--- src/rtl/lcd_driver_n_if.sv ---
// Bus bundle between the watch core (master) and the N-digit LCD driver (slave).
// Carries time/key sources, display selects, alarm controls and the LCD outputs.
interface lcd_driver_n_if #(
  parameter int NUM_DIGITS = 4,
  parameter int DIGIT_W    = 4
);
  logic [NUM_DIGITS*DIGIT_W-1:0] alarm_time;
  logic [NUM_DIGITS*DIGIT_W-1:0] current_time;
  logic [NUM_DIGITS*DIGIT_W-1:0] key;
  logic                          show_alarm;
  logic                          show_new_time;
  logic                          alarm_en;
  logic                          alarm_off;
  logic [NUM_DIGITS*8-1:0]       display_time;
  logic                          sound_alarm;

  modport master (
    output alarm_time, current_time, key,
    output show_alarm, show_new_time, alarm_en, alarm_off,
    input  display_time, sound_alarm
  );

  modport slave (
    input  alarm_time, current_time, key,
    input  show_alarm, show_new_time, alarm_en, alarm_off,
    output display_time, sound_alarm
  );
endinterface

--- src/rtl/lcd_driver_n.sv ---
// N-digit BCD-to-LCD driver with flashing key entry and a latched, self-timing alarm.
// Optional LCD_LEADING_ZERO_BLANK_EN blanks a zero in the most-significant hour digit.
module lcd_driver_n #(
  parameter int NUM_DIGITS    = 4,
  parameter int DIGIT_W       = 4,
  parameter int FLASH_HALF    = 256,
  parameter int ALARM_TIMEOUT = 1024
) (
  input  logic           clock,
  input  logic           reset_n,
  lcd_driver_n_if.slave  bus
);

  localparam int FW = (FLASH_HALF > 1) ? $clog2(FLASH_HALF) : 1;
  localparam int TW = (ALARM_TIMEOUT > 0) ? $clog2(ALARM_TIMEOUT + 1) : 1;
  localparam logic [FW-1:0] FLASH_LAST = FW'(FLASH_HALF - 1);
  localparam logic [TW-1:0] TO_LAST    = (ALARM_TIMEOUT > 0) ? TW'(ALARM_TIMEOUT - 1) : '0;
  localparam int MSD = NUM_DIGITS - 1;

  function automatic logic [7:0] encode_digit(input logic [DIGIT_W-1:0] v);
    if (v > DIGIT_W'(9)) begin
      encode_digit = 8'h21;
    end else begin
      encode_digit = 8'h30 + 8'(v);
    end
  endfunction

  logic [NUM_DIGITS*DIGIT_W-1:0] sel_time_s;
  logic [NUM_DIGITS*8-1:0]       display_s;
  logic [NUM_DIGITS*8-1:0]       display_r;
  logic [FW-1:0]                 blink_cnt_r;
  logic                          blink_phase_r;
  logic [TW-1:0]                 timeout_cnt_r;
  logic                          match_q_r;
  logic                          sound_r;
  logic                          entry_s;
  logic                          blank_s;
  logic                          lead_zero_s;
  logic                          match_s;
  logic                          rise_s;
  logic                          timeout_s;
  logic                          clear_s;

  assign entry_s   = bus.show_new_time & ~bus.show_alarm;
  assign blank_s   = entry_s & ~blink_phase_r;
  assign match_s   = bus.alarm_en & (bus.alarm_time == bus.current_time);
  assign rise_s    = match_s & ~match_q_r;
  assign timeout_s = (ALARM_TIMEOUT != 0) && sound_r && (timeout_cnt_r == TO_LAST);
  // Clear wins over a simultaneous rising edge, so alarm_off can veto a fresh match.
  assign clear_s   = bus.alarm_off | ~bus.alarm_en | timeout_s;

  assign bus.display_time = display_r;
  assign bus.sound_alarm  = sound_r;

  // Source select: alarm view beats key entry beats running time.
  always_comb begin
    if (bus.show_alarm) begin
      sel_time_s = bus.alarm_time;
    end else if (bus.show_new_time) begin
      sel_time_s = bus.key;
    end else begin
      sel_time_s = bus.current_time;
    end
  end

  // Per-digit encode with flash blanking and optional leading-zero suppression.
  always_comb begin
    display_s = '0;
`ifdef LCD_LEADING_ZERO_BLANK_EN
    lead_zero_s = (sel_time_s[MSD*DIGIT_W +: DIGIT_W] == '0);
`else
    lead_zero_s = 1'b0;
`endif
    for (int i = 0; i < NUM_DIGITS; i++) begin
      if (blank_s || ((i == MSD) && lead_zero_s)) begin
        display_s[i*8 +: 8] = 8'h20;
      end else begin
        display_s[i*8 +: 8] = encode_digit(sel_time_s[i*DIGIT_W +: DIGIT_W]);
      end
    end
  end

  // Display output register.
  always_ff @(posedge clock) begin
    if (!reset_n) begin
      display_r <= {NUM_DIGITS{8'h20}};
    end else begin
      display_r <= display_s;
    end
  end

  // Blink timer: free-runs only during key entry, otherwise parked visible.
  always_ff @(posedge clock) begin
    if (!reset_n || !entry_s) begin
      blink_cnt_r   <= '0;
      blink_phase_r <= 1'b1;
    end else if (blink_cnt_r == FLASH_LAST) begin
      blink_cnt_r   <= '0;
      blink_phase_r <= ~blink_phase_r;
    end else begin
      blink_cnt_r   <= blink_cnt_r + FW'(1);
    end
  end

  // Alarm latch: set on match rising edge, timeout counter saturates while sounding.
  always_ff @(posedge clock) begin
    if (!reset_n) begin
      match_q_r     <= 1'b0;
      sound_r       <= 1'b0;
      timeout_cnt_r <= '0;
    end else begin
      match_q_r <= match_s;
      if (clear_s) begin
        sound_r       <= 1'b0;
        timeout_cnt_r <= '0;
      end else if (rise_s) begin
        sound_r       <= 1'b1;
        timeout_cnt_r <= '0;
      end else if (sound_r && (timeout_cnt_r != {TW{1'b1}})) begin
        timeout_cnt_r <= timeout_cnt_r + TW'(1);
      end else begin
        timeout_cnt_r <= timeout_cnt_r;
      end
    end
  end

endmodule
--- src/flat_wrapper.sv ---
// flat-port wrapper written by rule: the top's interface ports become plain ports
module lcd_driver_n_flat 
#(
  parameter int NUM_DIGITS    = 4,
  parameter int DIGIT_W       = 4,
  parameter int FLASH_HALF    = 256,
  parameter int ALARM_TIMEOUT = 1024
)
  (clock, reset_n, bus_alarm_time, bus_current_time, bus_key, bus_show_alarm, bus_show_new_time, bus_alarm_en, bus_alarm_off, bus_display_time, bus_sound_alarm);
  lcd_driver_n_if #(.NUM_DIGITS(NUM_DIGITS), .DIGIT_W(DIGIT_W)) bus_i ();
  input  logic clock;
  input  logic reset_n;
  input wire logic [$bits(bus_i.alarm_time)-1:0] bus_alarm_time;
  input wire logic [$bits(bus_i.current_time)-1:0] bus_current_time;
  input wire logic [$bits(bus_i.key)-1:0] bus_key;
  input wire logic [$bits(bus_i.show_alarm)-1:0] bus_show_alarm;
  input wire logic [$bits(bus_i.show_new_time)-1:0] bus_show_new_time;
  input wire logic [$bits(bus_i.alarm_en)-1:0] bus_alarm_en;
  input wire logic [$bits(bus_i.alarm_off)-1:0] bus_alarm_off;
  output wire logic [$bits(bus_i.display_time)-1:0] bus_display_time;
  output wire logic [$bits(bus_i.sound_alarm)-1:0] bus_sound_alarm;
  assign bus_i.alarm_time = bus_alarm_time;
  assign bus_i.current_time = bus_current_time;
  assign bus_i.key = bus_key;
  assign bus_i.show_alarm = bus_show_alarm;
  assign bus_i.show_new_time = bus_show_new_time;
  assign bus_i.alarm_en = bus_alarm_en;
  assign bus_i.alarm_off = bus_alarm_off;
  assign bus_display_time = bus_i.display_time;
  assign bus_sound_alarm = bus_i.sound_alarm;
  lcd_driver_n #(.NUM_DIGITS(NUM_DIGITS), .DIGIT_W(DIGIT_W), .FLASH_HALF(FLASH_HALF), .ALARM_TIMEOUT(ALARM_TIMEOUT)) u_core (.clock(clock), .reset_n(reset_n), .bus(bus_i));
endmodule
--- config.mk ---
export PLATFORM = sky130hd
export DESIGN_NAME = lcd_driver_n_flat
export DESIGN_NICKNAME = d
export VERILOG_FILES = /design/src/rtl/lcd_driver_n_if.sv /design/src/rtl/lcd_driver_n.sv /design/src/flat_wrapper.sv
export SDC_FILE = /design/constraint.sdc
export NUM_CORES = 1
export LEC_CHECK = 0
export BUFFER_PORTS_ARGS = -buffer_cell sky130_fd_sc_hd__buf_2
export CORE_MARGIN = 5
export CORE_UTILIZATION = 30
export CTS_CLUSTER_DIAMETER = 30
export DETAILED_ROUTE_END_ITERATION = 10
export PLACE_DENSITY_LB_ADDON = 0.25
export SLEW_MARGIN = 20
export SYNTH_ARGS = -nofsm -noshare
export SYNTH_HDL_FRONTEND = slang
export SYNTH_SLANG_ARGS = --single-unit
--- constraint.sdc ---
create_clock -name clock -period 2.1 [get_ports clock]
set_input_delay 0.21 -clock clock [delete_from_list [all_inputs] [get_ports clock]]
set_output_delay 0.21 -clock clock [all_outputs]
set_load 0.005 [all_outputs]
==> results of run 1 <==
==> layout make-up <==
type                    count  share of cell area [%]
clock buffers               5                   2.517
multi-input cells         178                   44.90
clock inverters             3                   2.517
repair buffers             76                   14.10
flip-flops and latches     42                   30.76
inverters                   5                  0.6865
well taps                  99                   4.531
==> flip-flops by register name, indices dropped and copies added, names as in the netlist <==
signal	cells
u_core.match_q_r	1
u_core.blink_phase_r	1
u_core.timeout_cnt_r	11
u_core.blink_cnt_r	8
u_core.bus.sound_alarm	1
u_core.bus.display_time	20
==> cell usage after synthesis, types with 2 or more instances <==
| cell | instances |
|---|---|
| buf_4 | 12 |
| buf_2 | 2 |
| nand2b_1 | 3 |
| a21oi_1 | 7 |
| nor2_1 | 41 |
| or2_4 | 4 |
| o21ai_0 | 3 |
| and4_1 | 2 |
| mux2_2 | 16 |
| nand2_1 | 8 |
| ha_1 | 2 |
| dfxtp_1 | 42 |
| nand3_1 | 9 |
| nand4_1 | 3 |
| xor2_1 | 21 |
| nor2b_1 | 2 |
| a311oi_1 | 2 |
| mux2i_1 | 15 |
| o21ai_1 | 2 |
| xnor2_1 | 4 |
| mux2_4 | 4 |
| conb_1 | 2 |
| nor4_1 | 4 |
| and3_1 | 2 |
| inv_1 | 5 |
| and2_1 | 2 |
==> cell usage in the layout (no fill, tap or decap), types with 4 or more instances in the layout <==
cell / synthesis / routed
xnor2_1: 4 / 4
mux2_4: 4 / 4
dfxtp_1: 42 / 42
conb_1: 2 / 12
nand3_1: 9 / 9
inv_1: 5 / 5
xor2_1: 21 / 21
a21oi_1: 7 / 7
nand2_1: 8 / 8
mux2_2: 16 / 16
buf_2: 2 / 74
mux2i_1: 15 / 15
nor2_1: 41 / 41
nor4_1: 4 / 4
or2_4: 4 / 4
clkbuf_8: 0 / 5
==> logic make-up (layout without fill, tap and decap cells) <==
logic type,after synthesis,count (layout),synth area share (%)
mux,35,35,17.91
xor+xnor,25,25,10.05
flops,42,42,38.58
other cells,2,12,0.3446
compound gates,19,19,5.683
simple gates,85,85,19.46
fa+ha+maj,2,2,1.148
buf+inv,22,89,6.831
==> layer usage <==
metal	global-route usage (%)	vias to the layer above
met5	0	-
met4	5.048	0
met3	5.051	7
met2	17.90	68
met1	15.11	787
li1	-	913
==> power by group through the flow <==
| stage | registers (mW) | logic [mW] | clock network [mW] |
|---|---|---|---|
| after floorplan | 0.860 | 0.160 | 0 |
| after detailed placement | 0.854 | 0.269 | 0 |
| after global routing | 0.839 | 0.299 | 0.823 |
| final | 0.836 | 0.267 | 0.770 |
| after global placement | 0.855 | 0.270 | 0 |
| after CTS | 0.836 | 0.271 | 0.792 |
==> worst min path at each step <==
stage                     depth (start not counted)                        to          start
final                                             2  u_core.timeout_cnt_r[10]  bus_alarm_off
after global routing                              2  u_core.timeout_cnt_r[10]  bus_alarm_off
after CTS                                         2  u_core.timeout_cnt_r[10]  bus_alarm_off
after global placement                            2  u_core.timeout_cnt_r[10]  bus_alarm_off
after detailed placement                          2  u_core.timeout_cnt_r[10]  bus_alarm_off
after floorplan                                   1  u_core.timeout_cnt_r[10]  bus_alarm_off
==> worst max-delay path: stages, from the launching register on <==
cell and delay, ns:
dfxtp_1 0.34, ha_1 0.24, and3_4 0.20, and2_4 0.17, a311oi_2 0.33, o21ai_2 0.20
a311oi_1 0.23
==> reports/results.ini, run 1 <==
[placement]
dp_cells=400
io_buffers=74
dp_hpwl_mm=4.119
place_area_sq_um=2596
gp_congestion=0.8045
pre_cts_slack_ns=0.2891

[finish]
drive_gt1_share_pct=36.57
num_antenna_cells=0
finalNetCount=364
nFillCells=738
finalNonFillerCells=408
multi_input_area_sq_um=1227
syn_to_final_growth_pct=25.43
seqCellArea_sq_um=840.8
final_util_pct=38.10
postLayoutCellArea_sq_um=2734

[grt]
grt_pass1_vias=1798
grt_pass1_wl_mm=8.286
track_usage_pct=12.00
gr-total-overflow=0
grt_max_degree=19
antenna_found_initial=0

[setup_path]
start_kind=register
cp_max_fo=10
r2r_cells=6
r2r-start=u_core.timeout_cnt_r[0]
worstSetupPathType=reg -> reg
ff2ff_setup_slack_ns=0.31
crit_arrival_ns=2.00
r2r-end=u_core.timeout_cnt_r[5]
cp-startpoint=u_core.timeout_cnt_r[0]
endpoint=u_core.timeout_cnt_r[5]
endpoint_kind=register
required_ns=2.31

[logic_synthesis]
synth_seq_cells=42
syn-mean-instance-area_sq_um=9.395
async_reset_ff_share_pct=0
ys_types=39
yosys.area.top_type_share_pct=38.58
syn_inst=232
yosys.area.top_type=dfxtp_1
synth_area_leaders=dfxtp_1 39%, xor2_1 8.4%, mux2_2 8.3%
synth_top_flop_cell=dfxtp_1
synth_edf_count=0
synthesis.area_sq_um=2180
synth_seq_area_share_pct=38.58
yosys_warnings=0

[floorplan]
fp.dieArea_sq_um=9070
io_pins=87
initial_core_util_pct=30.37
die_h_um=95.24
die_w_um=95.24
rows=31
core_region_area_sq_um=7176

[power]
power.internal_mw=1.442
ir_worst_vdd_mv=0.3825
p_sw_mw=0.4308
swShare_pct=23.01
power_frac_clock_pct=41.1
power.total_mw=1.873
p_per_area_nw_per_um2=684.9
p_seq_share_pct=44.6
p_comb_share_pct=14.3
leakage_nw=1.253

[routing]
wl_per_cell_um=12.52
wl_met3_um=492
drtPass1Iterations=4
highest_layer=met4
routed_wirelength_mm=5.108
wl_met2_mm=2.173
drc_errors=0
viasPerCell=4.350
met1_length_mm=2.351
vias=1775
drtAntennaViolNets=0
drt_iter0_drc=27

[clock_tree]
path_clk_slew_ns=0.09
post_cts_resized=0
post-cts-setup-buffers=0
numCtsBuffers=5
clkLatencyLatePin_ns=0.29
numClockSinks=42
cts_tree=done
cts.htree.levels=2
cts_hold_buf=0
cts-root-to-sink-buffers=2
root_buffer=clkbuf_8

[sta]
hold_slack_ns=0.1020
fmax_mhz=558.7
setup-tns-final_ns=0
fin_crit_sh_pct=85.24
fin_skew_ns=0.007295
slew_headroom_pct=66.44
finalHoldViolations=0
grt_setup_unrepaired=false
post-route-min-period_ns=1.790
worstMarginPinSlew_ns=0.5034
fin_ws_ns=0.3100
drv_slew=0
finalSetupViolations=0

[worst_hold_path]
hold_class=in -> reg

[flow_run]
maxCapViolCount=0

[status]
status=finished, final reports clean

Note: power is estimated with default switching activity, not from simulation.
==> run 2: changes to the inputs <==
==> constraint.sdc (replaced) <==
create_clock -name clock -period 2.3 [get_ports clock]
set_input_delay 0.23 -clock clock [delete_from_list [all_inputs] [get_ports clock]]
set_output_delay 0.23 -clock clock [all_outputs]
set_load 0.005 [all_outputs]
==> reports/results.ini, run 2 (synthesized netlist as in run 1, its figures left out) <==
[sta]
fmax_mhz=554.2  ; -0.80%
finalSetupViolations=0  ; unchanged
grt_setup_unrepaired=false
finalHoldViolations=0  ; unchanged
fin_ws_ns=0.4955  ; +0.1855 ns
fin_skew_ns=0.01083  ; +0.003531 ns
hold_slack_ns=0.1181  ; +0.01612 ns
drv_slew=0  ; unchanged
setup-tns-final_ns=0  ; unchanged
worstMarginPinSlew_ns=0.6624  ; +0.1590 ns
slew_headroom_pct=55.54  ; -11 points
fin_crit_sh_pct=78.46  ; -6.8 points
post-route-min-period_ns=1.805  ; +0.01449 ns

[worst_hold_path]
hold_class=in -> reg
min-delay-start=bus_alarm_off

[finish]
syn_to_final_growth_pct=22.79
num_antenna_cells=0  ; unchanged
mostFrequentLayoutCell=buf_2
nFillCells=751  ; +1.8%
finalNonFillerCells=406  ; -0.49%
seqCellArea_sq_um=840.8  ; unchanged
drive_gt1_share_pct=35.83  ; -0.74 points
final_cell_mix=74 x buf_2, 42 x dfxtp_1, 41 x nor2_1, 21 x xor2_1, 16 x mux2_2
largest_reg_flops=20  ; unchanged
postLayoutCellArea_sq_um=2676  ; -2.1%
finalNetCount=362  ; -0.55%
final_util_pct=37.30  ; -0.80 points
multi_input_area_sq_um=1227  ; unchanged

[routing]
drtPass1Iterations=4  ; unchanged
wl_per_cell_um=12.86  ; +2.7%
routed_wirelength_mm=5.220  ; +2.2%
drtAntennaViolNets=0  ; unchanged
drc_errors=0  ; unchanged
drt_iter0_drc=37  ; +37%
vias=1804  ; +1.6%
viasPerCell=4.443  ; +2.1%

[placement]
pre_cts_slack_ns=0.4168  ; +0.1277 ns
io_buffers=74  ; unchanged
gp_congestion=0.7816  ; -2.8%
dp_cells=398  ; -0.50%
dp_hpwl_mm=4.209  ; +2.2%
place_area_sq_um=2581  ; -0.58%

[grt]
gr-total-overflow=0  ; unchanged
grt_pass1_vias=1867  ; +3.8%
grt_pass1_wl_mm=8.355  ; +0.83%
grt_max_degree=19  ; unchanged
antenna_found_initial=0  ; unchanged
track_usage_pct=11.91  ; -0.088 points

[setup_path]
cp-startpoint=u_core.timeout_cnt_r[0]
start_kind=register
endpoint=u_core.timeout_cnt_r[5]
r2r_cells=6  ; unchanged
cp_max_fo=10  ; unchanged
required_ns=2.51  ; +0.20 ns
endpoint_kind=register
ff2ff_setup_slack_ns=0.50  ; +0.19 ns
r2r-end=u_core.timeout_cnt_r[5]
r2r-start=u_core.timeout_cnt_r[0]
crit_arrival_ns=2.02  ; +0.02 ns
worstSetupPathType=reg -> reg

[power]
p_per_area_nw_per_um2=565.7  ; -17%
ir_worst_vdd_mv=0.2617  ; -32%
leakage_nw=1.224  ; -2.3%
power.total_mw=1.514  ; -19%

[clock_tree]
path_clk_slew_ns=0.09  ; about the same
post-cts-setup-buffers=0  ; unchanged
cts-root-to-sink-buffers=2  ; unchanged
cts_hold_buf=0  ; unchanged
cts.htree.levels=2  ; unchanged
cts_tree=done
numClockSinks=42  ; unchanged
numCtsBuffers=5  ; unchanged
root_buffer=clkbuf_8
post_cts_resized=0  ; unchanged
clkLatencyLatePin_ns=0.29  ; about the same

[floorplan]
fp.dieArea_sq_um=9070  ; unchanged
core_region_area_sq_um=7176  ; unchanged
initial_core_util_pct=30.37  ; unchanged
die_w_um=95.24  ; unchanged
die_h_um=95.24  ; unchanged
io_pins=87  ; unchanged
rows=31  ; unchanged

[flow_run]
maxCapViolCount=0  ; unchanged

[status]
status=finished, final reports clean

-- run 2: how the worst min path moves through the flow --
stage	endpoint	slack, ns	depth (start not counted)
4_1_cts	u_core.timeout_cnt_r[10]	0.10	2
6_report	u_core.timeout_cnt_r[10]	0.12	2
3_3_place_gp	u_core.timeout_cnt_r[10]	0.43	2
3_5_place_dp	u_core.timeout_cnt_r[10]	0.44	2
2_1_floorplan	u_core.timeout_cnt_r[10]	0.31	1
5_1_grt	u_core.timeout_cnt_r[10]	0.11	2
-- run 2: power breakdown --
part	switching [mW]	internal (mW)	leakage, nW	total [mW]
clock	0.261	0.248	0.0489	0.509
combinational	0.119	0.123	0.832	0.242
sequential	0.00736	0.756	0.343	0.764
total	0.387	1.13	1.22	1.51
-- run 2: layout make-up --
type                            count  share of cell area (%)
Inverter                            5                  0.7013
Clock buffer                        7                   3.226
Timing Repair Buffer               74                   13.84
Tap cell                           99                   4.628
Multi-Input combinational cell    178                   45.86
Sequential cell                    42                   31.42
Clock inverter                      1                  0.3273
-- run 2: critical path, stage by stage, from the launching register on --
cell	delay, ns
dfxtp_1	0.34
ha_1	0.25
and3_4	0.20
and2_4	0.17
a311oi_2	0.32
o21ai_2	0.21
a311oi_1	0.23
-- run 2: routing by layer --
| layer | vias to the layer above | global-route usage, % | part of all wire, % |
|---|---|---|---|
| met3 | 6 | 5.762 | 11 |
| li1 | 913 | - | - |
| met4 | 0 | 4.327 | 1.5 |
| met5 | - | 0 | 0 |
| met1 | 808 | 13.74 | 44 |
| met2 | 77 | 19.07 | 44 |
==> run 3: changes to the inputs <==
==> constraint.sdc (replaced) <==
create_clock -name clock -period 1.6 [get_ports clock]
set_input_delay 0.16 -clock clock [delete_from_list [all_inputs] [get_ports clock]]
set_output_delay 0.16 -clock clock [all_outputs]
set_load 0.005 [all_outputs]
==> reports/results.ini, run 3 (synthesized netlist as in run 1, its figures left out) <==
[sta]
finalSetupViolations=0  ; unchanged
finalHoldViolations=0  ; unchanged
fin_crit_sh_pct=95.82  ; +17 points
grt_setup_unrepaired=true
fin_skew_ns=0.006649  ; -0.004177 ns
post-route-min-period_ns=1.533  ; -0.2714 ns
hold_slack_ns=0.1166  ; -0.001531 ns
setup-tns-final_ns=0  ; unchanged
fmax_mhz=652.3  ; +18%
drv_slew=0  ; unchanged
fin_ws_ns=0.06691  ; -0.4286 ns

[setup_path]
endpoint_kind=register
cp-startpoint=u_core.timeout_cnt_r[1]
required_ns=1.81  ; -0.70 ns
start_kind=register
crit_arrival_ns=1.74  ; -0.28 ns
worstSetupPathType=reg -> reg
r2r-start=u_core.timeout_cnt_r[1]
cp_max_fo=5  ; -5

[worst_hold_path]
min-delay-start=bus_alarm_off
hold_class=in -> reg

[finish]
postLayoutCellArea_sq_um=2895  ; +8.2%
num_antenna_cells=0  ; unchanged
syn_to_final_growth_pct=32.84
drive_gt1_share_pct=41.23  ; +5.4 points
largest_reg_flops=20  ; unchanged
finalNetCount=380  ; +5.0%
final_cell_mix=74 x buf_2, 40 x nor2_1, 40 x dfxtp_1, 21 x xor2_1
mostFrequentLayoutCell=buf_2
nFillCells=744  ; -0.93%
final_util_pct=40.35  ; +3.1 points
finalNonFillerCells=424  ; +4.4%

[floorplan]
io_pins=87  ; unchanged
rows=31  ; unchanged
core_region_area_sq_um=7176  ; unchanged
initial_core_util_pct=30.37  ; unchanged
fp.dieArea_sq_um=9070  ; unchanged
die_h_um=95.24  ; unchanged
die_w_um=95.24  ; unchanged

[routing]
drc_errors=0  ; unchanged
routed_wirelength_mm=5.382  ; +3.1%
viasPerCell=4.361  ; -1.9%
drtPass1Iterations=4  ; unchanged
vias=1849  ; +2.5%
drt_iter0_drc=67  ; +81%
wl_per_cell_um=12.69  ; -1.3%
drtAntennaViolNets=0  ; unchanged

[grt]
gr-total-overflow=0  ; unchanged
track_usage_pct=11.99  ; +0.082 points
grt_max_degree=19  ; unchanged
antenna_found_initial=0  ; unchanged
grt_pass1_wl_mm=8.535  ; +2.2%
grt_pass1_vias=1895  ; +1.5%

[clock_tree]
path_clk_slew_ns=0.08  ; about the same
root_buffer=clkbuf_8
cts-root-to-sink-buffers=2  ; unchanged
cts_tree=done
numClockSinks=42  ; unchanged
clkLatencyLatePin_ns=0.29  ; about the same
numCtsBuffers=5  ; unchanged
cts.htree.levels=2  ; unchanged

[placement]
io_buffers=74  ; unchanged
gp_congestion=0.7702  ; -1.5%
place_area_sq_um=2691  ; +4.3%
pre_cts_slack_ns=-0.06497  ; -0.4818 ns
dp_hpwl_mm=4.234  ; +0.57%
dp_cells=411  ; +3.3%

[power]
leakage_nw=1.324  ; +8.1%
ir_worst_vdd_mv=0.3288  ; +26%
power.total_mw=2.301  ; +52%
p_per_area_nw_per_um2=794.9  ; +41%

[flow_run]
maxCapViolCount=0  ; unchanged

[status]
status=finished, final reports clean

run 3: path summary, 6_finish.rpt:
kind	to	slack, ns	cells past startpoint
max	u_core.timeout_cnt_r[5]	0.07	6
max reg2reg	u_core.timeout_cnt_r[5]	0.07	6
min reg2reg	u_core.blink_cnt_r[0]	0.45	1
min	u_core.timeout_cnt_r[10]	0.12	2
run 3: area by class of cell:
cell class	count	area [sq um]	area share, %
clock inverters	2	37.54	1.296
repair buffers	91	510.5	17.63
multi-input cells	179	1289	44.51
clock buffers	6	72.57	2.506
inverters	5	18.77	0.6482
flip-flops and latches	42	843.3	29.13
well taps	99	123.9	4.278
run 3: critical path: stages (launching register included):
cell,delay (ns)
dfxtp_2,0.35
ha_4,0.16
and3_4,0.14
and2_4,0.16
a311oi_4,0.29
o21ai_4,0.15
a311oi_2,0.20
run 3: power by group:
part / internal (mW) / switching, mW / total, mW
sequential: 1.09 / 0.0107 / 1.10
combinational: 0.194 / 0.173 / 0.367
clock: 0.466 / 0.371 / 0.837
run 3: per-layer routing:
layer  GRT usage [%]  vias up  share of wire (%)
li1                -      949                  -
met1           14.75      814                 44
met2           18.89       77                 45
met3           4.893        9                9.7
met4           4.087        0                1.4
met5               0        -                  0
run 3: timing repair:
| item | CTS | global route |
|---|---|---|
| gates cloned | 1 | 0 |
| hold buffers | 0 | 0 |
| setup endpoints to repair | 3 | 10 |
| pin swaps | 7 | 3 |
| setup buffers | 4 | 1 |
| resized for setup | 6 | 4 |
